`src/rtl/timing_pkg.sv`:
```
// Shared timing-path definitions used by the decoder, the timing queue and
// the timing control unit.
package timing_pkg;

  localparam int TRG_WORD_W         = 8;
  localparam int TIMING_QUEUE_DEPTH = 16;

  typedef logic [TRG_WORD_W-1:0] trg_word_t;

endpackage

```
`src/rtl/timing_queue_ctrl.sv`:
```
// Pointer, occupancy and status-flag control for the timing queue.
// Optional sticky overflow/underflow flags when TIMING_QUEUE_ERR_FLAGS_EN is defined.
module timing_queue_ctrl
  import timing_pkg::*;
#(
  parameter int  DEPTH     = TIMING_QUEUE_DEPTH,
  parameter int  AF_THRESH = DEPTH - 2,
  localparam int AW        = $clog2(DEPTH)
) (
  input  logic          clk,
  input  logic          rst,
  input  logic          wr_en,
  input  logic          re,
`ifdef TIMING_QUEUE_ERR_FLAGS_EN
  input  logic          err_clr,
  output logic          overflow,
  output logic          underflow,
`endif
  output logic          push,
  output logic [AW-1:0] wr_ptr,
  output logic [AW-1:0] rd_ptr,
  output logic [AW:0]   count,
  output logic          full,
  output logic          almost_full,
  output logic          fifo_empty
);

  localparam logic [AW:0] DEPTH_C = (AW+1)'(DEPTH);
  localparam logic [AW:0] AF_C    = (AW+1)'(AF_THRESH);

  logic        pop;
  logic [AW:0] next_count;

  // A pop frees a slot in the same cycle, so a full queue still accepts a write alongside it.
  assign pop  = re && !fifo_empty;
  assign push = wr_en && (!full || pop);

  always_comb begin
    next_count = count;
    case ({push, pop})
      2'b10:   next_count = count + 1'b1;
      2'b01:   next_count = count - 1'b1;
      default: next_count = count;
    endcase
  end

  // Flags are registered from next_count so they line up with the updated count.
  always_ff @(posedge clk or negedge rst) begin
    if (!rst) begin
      wr_ptr      <= '0;
      rd_ptr      <= '0;
      count       <= '0;
      fifo_empty  <= 1'b1;
      full        <= 1'b0;
      almost_full <= 1'b0;
    end else begin
      if (push) wr_ptr <= wr_ptr + 1'b1;
      if (pop)  rd_ptr <= rd_ptr + 1'b1;
      count       <= next_count;
      fifo_empty  <= (next_count == '0);
      full        <= (next_count == DEPTH_C);
      almost_full <= (next_count >= AF_C);
    end
  end

`ifdef TIMING_QUEUE_ERR_FLAGS_EN
  // Sticky error flags; a new event in the clearing cycle keeps the flag set.
  always_ff @(posedge clk or negedge rst) begin
    if (!rst) begin
      overflow  <= 1'b0;
      underflow <= 1'b0;
    end else begin
      if (wr_en && full && !re) overflow <= 1'b1;
      else if (err_clr)         overflow <= 1'b0;
      if (re && fifo_empty)     underflow <= 1'b1;
      else if (err_clr)         underflow <= 1'b0;
    end
  end
`endif

endmodule

```
`src/rtl/timing_queue_fifo.sv`:
```
// First-word-fall-through trigger-word queue between decoder and timing control unit.
// Defining TIMING_QUEUE_ERR_FLAGS_EN adds err_clr and sticky overflow/underflow ports.
module timing_queue_fifo
  import timing_pkg::*;
#(
  parameter int  DW        = TRG_WORD_W,
  parameter int  DEPTH     = TIMING_QUEUE_DEPTH,
  parameter int  AF_THRESH = DEPTH - 2,
  localparam int AW        = $clog2(DEPTH)
) (
  input  logic          clk,
  input  logic          rst,
  input  logic          wr_en,
  input  logic [DW-1:0] wr_data,
  output logic          full,
  output logic          almost_full,
  input  logic          re,
  output logic [DW-1:0] trg_wrd,
  output logic          fifo_empty,
`ifdef TIMING_QUEUE_ERR_FLAGS_EN
  input  logic          err_clr,
  output logic          overflow,
  output logic          underflow,
`endif
  output logic [AW:0]   count
);

  logic [DW-1:0] mem [DEPTH];
  logic [AW-1:0] wr_ptr;
  logic [AW-1:0] rd_ptr;
  logic          push;

  timing_queue_ctrl #(
    .DEPTH     (DEPTH),
    .AF_THRESH (AF_THRESH)
  ) u_ctrl (
    .clk         (clk),
    .rst         (rst),
    .wr_en       (wr_en),
    .re          (re),
`ifdef TIMING_QUEUE_ERR_FLAGS_EN
    .err_clr     (err_clr),
    .overflow    (overflow),
    .underflow   (underflow),
`endif
    .push        (push),
    .wr_ptr      (wr_ptr),
    .rd_ptr      (rd_ptr),
    .count       (count),
    .full        (full),
    .almost_full (almost_full),
    .fifo_empty  (fifo_empty)
  );

  // Storage is deliberately not reset; emptiness gates the read side instead.
  always_ff @(posedge clk) begin
    if (push) mem[wr_ptr] <= wr_data;
  end

  assign trg_wrd = fifo_empty ? '0 : mem[rd_ptr];

endmodule

```
`config.mk`:
```
export PLATFORM = sky130hd
export DESIGN_NAME = timing_queue_fifo
export DESIGN_NICKNAME = d
export VERILOG_FILES = /design/src/rtl/timing_pkg.sv /design/src/rtl/timing_queue_ctrl.sv /design/src/rtl/timing_queue_fifo.sv
export SDC_FILE = /design/constraint.sdc
export NUM_CORES = 1
export LEC_CHECK = 0
export ABC_AREA = 1
export CAP_MARGIN = 20
export CORE_ASPECT_RATIO = 1.2
export CORE_UTILIZATION = 60
export CTS_CLUSTER_SIZE = 28
export DETAILED_ROUTE_END_ITERATION = 8
export GPL_TIMING_DRIVEN = 1
export PLACE_DENSITY = 0.81
export SLEW_MARGIN = 20
export SYNTH_ARGS = -nofsm -noshare
export SYNTH_HDL_FRONTEND = slang
export SYNTH_SLANG_ARGS = --single-unit
```
`constraint.sdc`:
```
create_clock -name clk -period 2.84 [get_ports clk]
set_input_delay 0.284 -clock clk [delete_from_list [all_inputs] [get_ports clk]]
set_output_delay 0.284 -clock clk [all_outputs]
set_load 0.01 [all_outputs]
```
==> metrics <==
# diodes 0; I/O pins 28; met1 GRT Util 35.4%; WS Path Type flip-flop to output port; synthesized instance count about 520; DP HPWL 8770 um; synthesized flop and latch total 144; Reg2Reg Capture Point u_ctrl.almost_full; initial drt markers 527; Max FO, Critical Path 16; initial antenna violation count 0; switching share of power between 30% and 40%; clk_skew between 0.007 and 0.008 ns; Clk network pwr share 28.1%; syn nets ~540; CP Capture Type output port; area leader, netlist edfxtp_1; Comb power frac 37.9%; Final Slew Violations 0; Internal 0.00540 W; # setup viols final 1; Avg Cell Area, Syn ~12 sq um; initial cell density of the core 61.3%; CP max stage delay 0.59 ns; Synth Warn # 0; CTS Root Cell clkbuf_16; period utilisation layout 101%; routed length per instance ~20 um; grt total ovfl 0; vias in the first global route 4237; Via-to-Cell Ratio slightly above 6; GR Util met2 49.7%; Reg area 0.00425 sq mm; crit path cell chain inv_6 -> buf_4 -> nor2_1 -> o211ai_1 -> nand3_1 -> a21oi_1 -> clkdlybuf4s50_1; synth unique cells 27; final critical-path required period 2.86 ns; Net Switching 0.00295 W; top-count cell post-synth edfxtp_1; synthesized area around 0.006 sq mm; main area contributors after synthesis edfxtp_1 (63%), nor2_1 (7.3%), dfrtp_1 (6.1%); via count roughly 4300; pwr/cell area 1150 mW/mm^2; CTS buffer count 17; LEAKAGE 2.67 nW; Worst VDD drop 0.979 mV; final WL 14400 um; clock-pin slew on the worst setup and hold paths 0.06 ns; first-pass GRT wire length about 22000 um; crit path launch u_ctrl.rd_ptr[0]; CTS tree built; number of flops mapped to enable cells by yosys between 100 and 150; top post-synthesis cells by count edfxtp_1 (128), nor2_1 (119), o21ai_0 (42), nand2_1 (41), o211ai_1 (28); Die Y 113 um; total die area 0.0106 sq mm; PortBufs 27; DRC 0; Skew-Pair Late Insertion Delay 0.42 ns; Startpoint Class flip-flop; H-tree Lvls 4; R2R Setup Slk 0.29 ns; clk sinks 144; R2R cell count 15; Max Clk Rate 350 MHz; Crit path max-delay family buffers and inverters; WP buf/inv 3; CTS max path bufs 2; Worst slew margin between 40 and 50%; Crit path depth 7; DRT Pass-1 Iters 7; Placeable Area 0.00996 sq mm; Final Hold Vio Count 0; nets 587; violated checks negative setup slack; Req. time, crit path about 2.6 ns; met3 usage 6.64%; final worst slack -0.0166 ns; Slowest cell on crit path clkdlybuf4s50_1; end of the critical path trg_wrd[7]; pin count of the biggest net entering global routing 39; Worst Path Arrival 2.57 ns; routability cong. 0.890; GR peak layer met2; layout cells sized above 1 12.6%; Final ANT Viol Nets 0; setup tns final -0.0166 ns; Util after Layout roughly 73%; Die Width 94.1 um; Reg power frac 34.0%; GRT Total Usage 29.3%; async set or reset register ratio after synthesis 11.1%; # fillers 602; P&R area growth vs syn 19.3%; Reg-to-Reg Start u_ctrl.fifo_empty; Multi-input gate area 0.00158 sq mm; min-delay worst type input port to asynchronous set/reset pin; Synth top area share 62.9%; Slew @ Worst Pin roughly 0.81 ns; max-cap check violation count 0; commonest register cell after synthesis edfxtp_1; RSZ-0062 raised after global routing true; register area share after synthesis a little over two thirds; outcome finished, violations left; Site Rows 40
## stage by stage
stage / cells / power [W] / area (sq um) / worst slack, ns / hold WS [ns]
after global routing: 705 / 0.00876 / 7280 / -0.0570 / 0.373
after floorplan: 518 / 0.00470 / 6110 / 0.605 / -0.0116
after global placement: 672 / 0.00565 / 6570 / 0.375 / 0.527
final: 705 / 0.00835 / 7280 / -0.0166 / 0.338
after CTS: 703 / 0.00816 / 7210 / -0.0322 / 0.342
after detailed placement: 672 / 0.00576 / 6570 / 0.275 / 0.543
## placed cells by master (no fill, tap or decap)
cell,instances
clkdlybuf4s50_1,26
clkinvlp_4,1
clkinv_1,4
nand2_2,2
buf_8,1
a21oi_1,10
ha_1,7
nand3_1,23
or2_2,1
inv_6,1
o21ai_0,42
clkinv_4,2
o21ai_1,27
dfrtp_2,1
a21oi_2,4
clkbuf_16,18
inv_1,24
nor2_2,2
nand2_1,41
nor2_1,119
bufinv_16,5
o211ai_1,28
dlymetal6s2s_1,1
o21a_1,1
clkinv_2,1
clkbuf_1,2
dfstp_2,1
nand3_2,1
dfrtp_1,14
ha_2,1
xor2_1,7
inv_2,3
edfxtp_1,128
buf_12,3
nand4_1,2
buf_4,25
## worst min path at each step
stage	depth (start not counted)	endpoint	slack [ns]
detailed placement	1	u_ctrl.wr_ptr[2]	0.54
CTS	1	u_ctrl.count[2]	0.34
global placement	1	u_ctrl.wr_ptr[2]	0.53
floorplan	0	u_ctrl.almost_full	-0.01
global route	1	u_ctrl.count[2]	0.37
finish	1	u_ctrl.count[4]	0.34
## what timing repair did
| action | 4_1_cts | 5_1_grt |
|---|---|---|
| resized for setup | 4 | 11 |
| buffers inserted | 0 | 1 |
| cloned | 0 | 1 |
| hold buffers | 0 | 0 |
| endpoints found under the setup margin | 8 | 9 |
## layer usage
metal	vias up	share of wire [%]
li1	1919	-
met1	2036	37
met2	243	51
met3	61	7.2
met4	0	4.7
met5	-	0
## state kept, by name (all words and copies together), names as in the netlist
register / flops
u_ctrl.wr_ptr: 4
mem: 128
u_ctrl.full: 1
u_ctrl.count: 5
u_ctrl.almost_full: 1
u_ctrl.fifo_empty: 1
u_ctrl.rd_ptr: 4
## power by group through the flow
stage               Combinational, W  Sequential, W  Clock, W
floorplan                    0.00189        0.00280         0
global placement             0.00282        0.00283         0
detailed placement           0.00292        0.00285         0
CTS                          0.00300        0.00282   0.00234
global route                 0.00345        0.00286   0.00245
finish                       0.00317        0.00284   0.00234
## cells by family after synthesis
family,after synthesis,synth area share (%)
and+or+nand+nor,191,12.6
adders and majority gates,8,1.64
buffers and inverters,56,4.88
xor gates and xnor gates,7,1.00
DFF,144,69.5
AOI/OAI and AO/OA,112,10.4
## area by class of cell
type                       instances  share of cell area [%]
clock buffer                      19                    5.94
clock inverter                    12                    2.63
timing repair buffer              57                    7.69
tap                              126                    2.16
multi-input combinational        318                    21.7
inverter                          29                    1.56
sequential                       144                    58.3
Power figures use the tool's default switching activity.
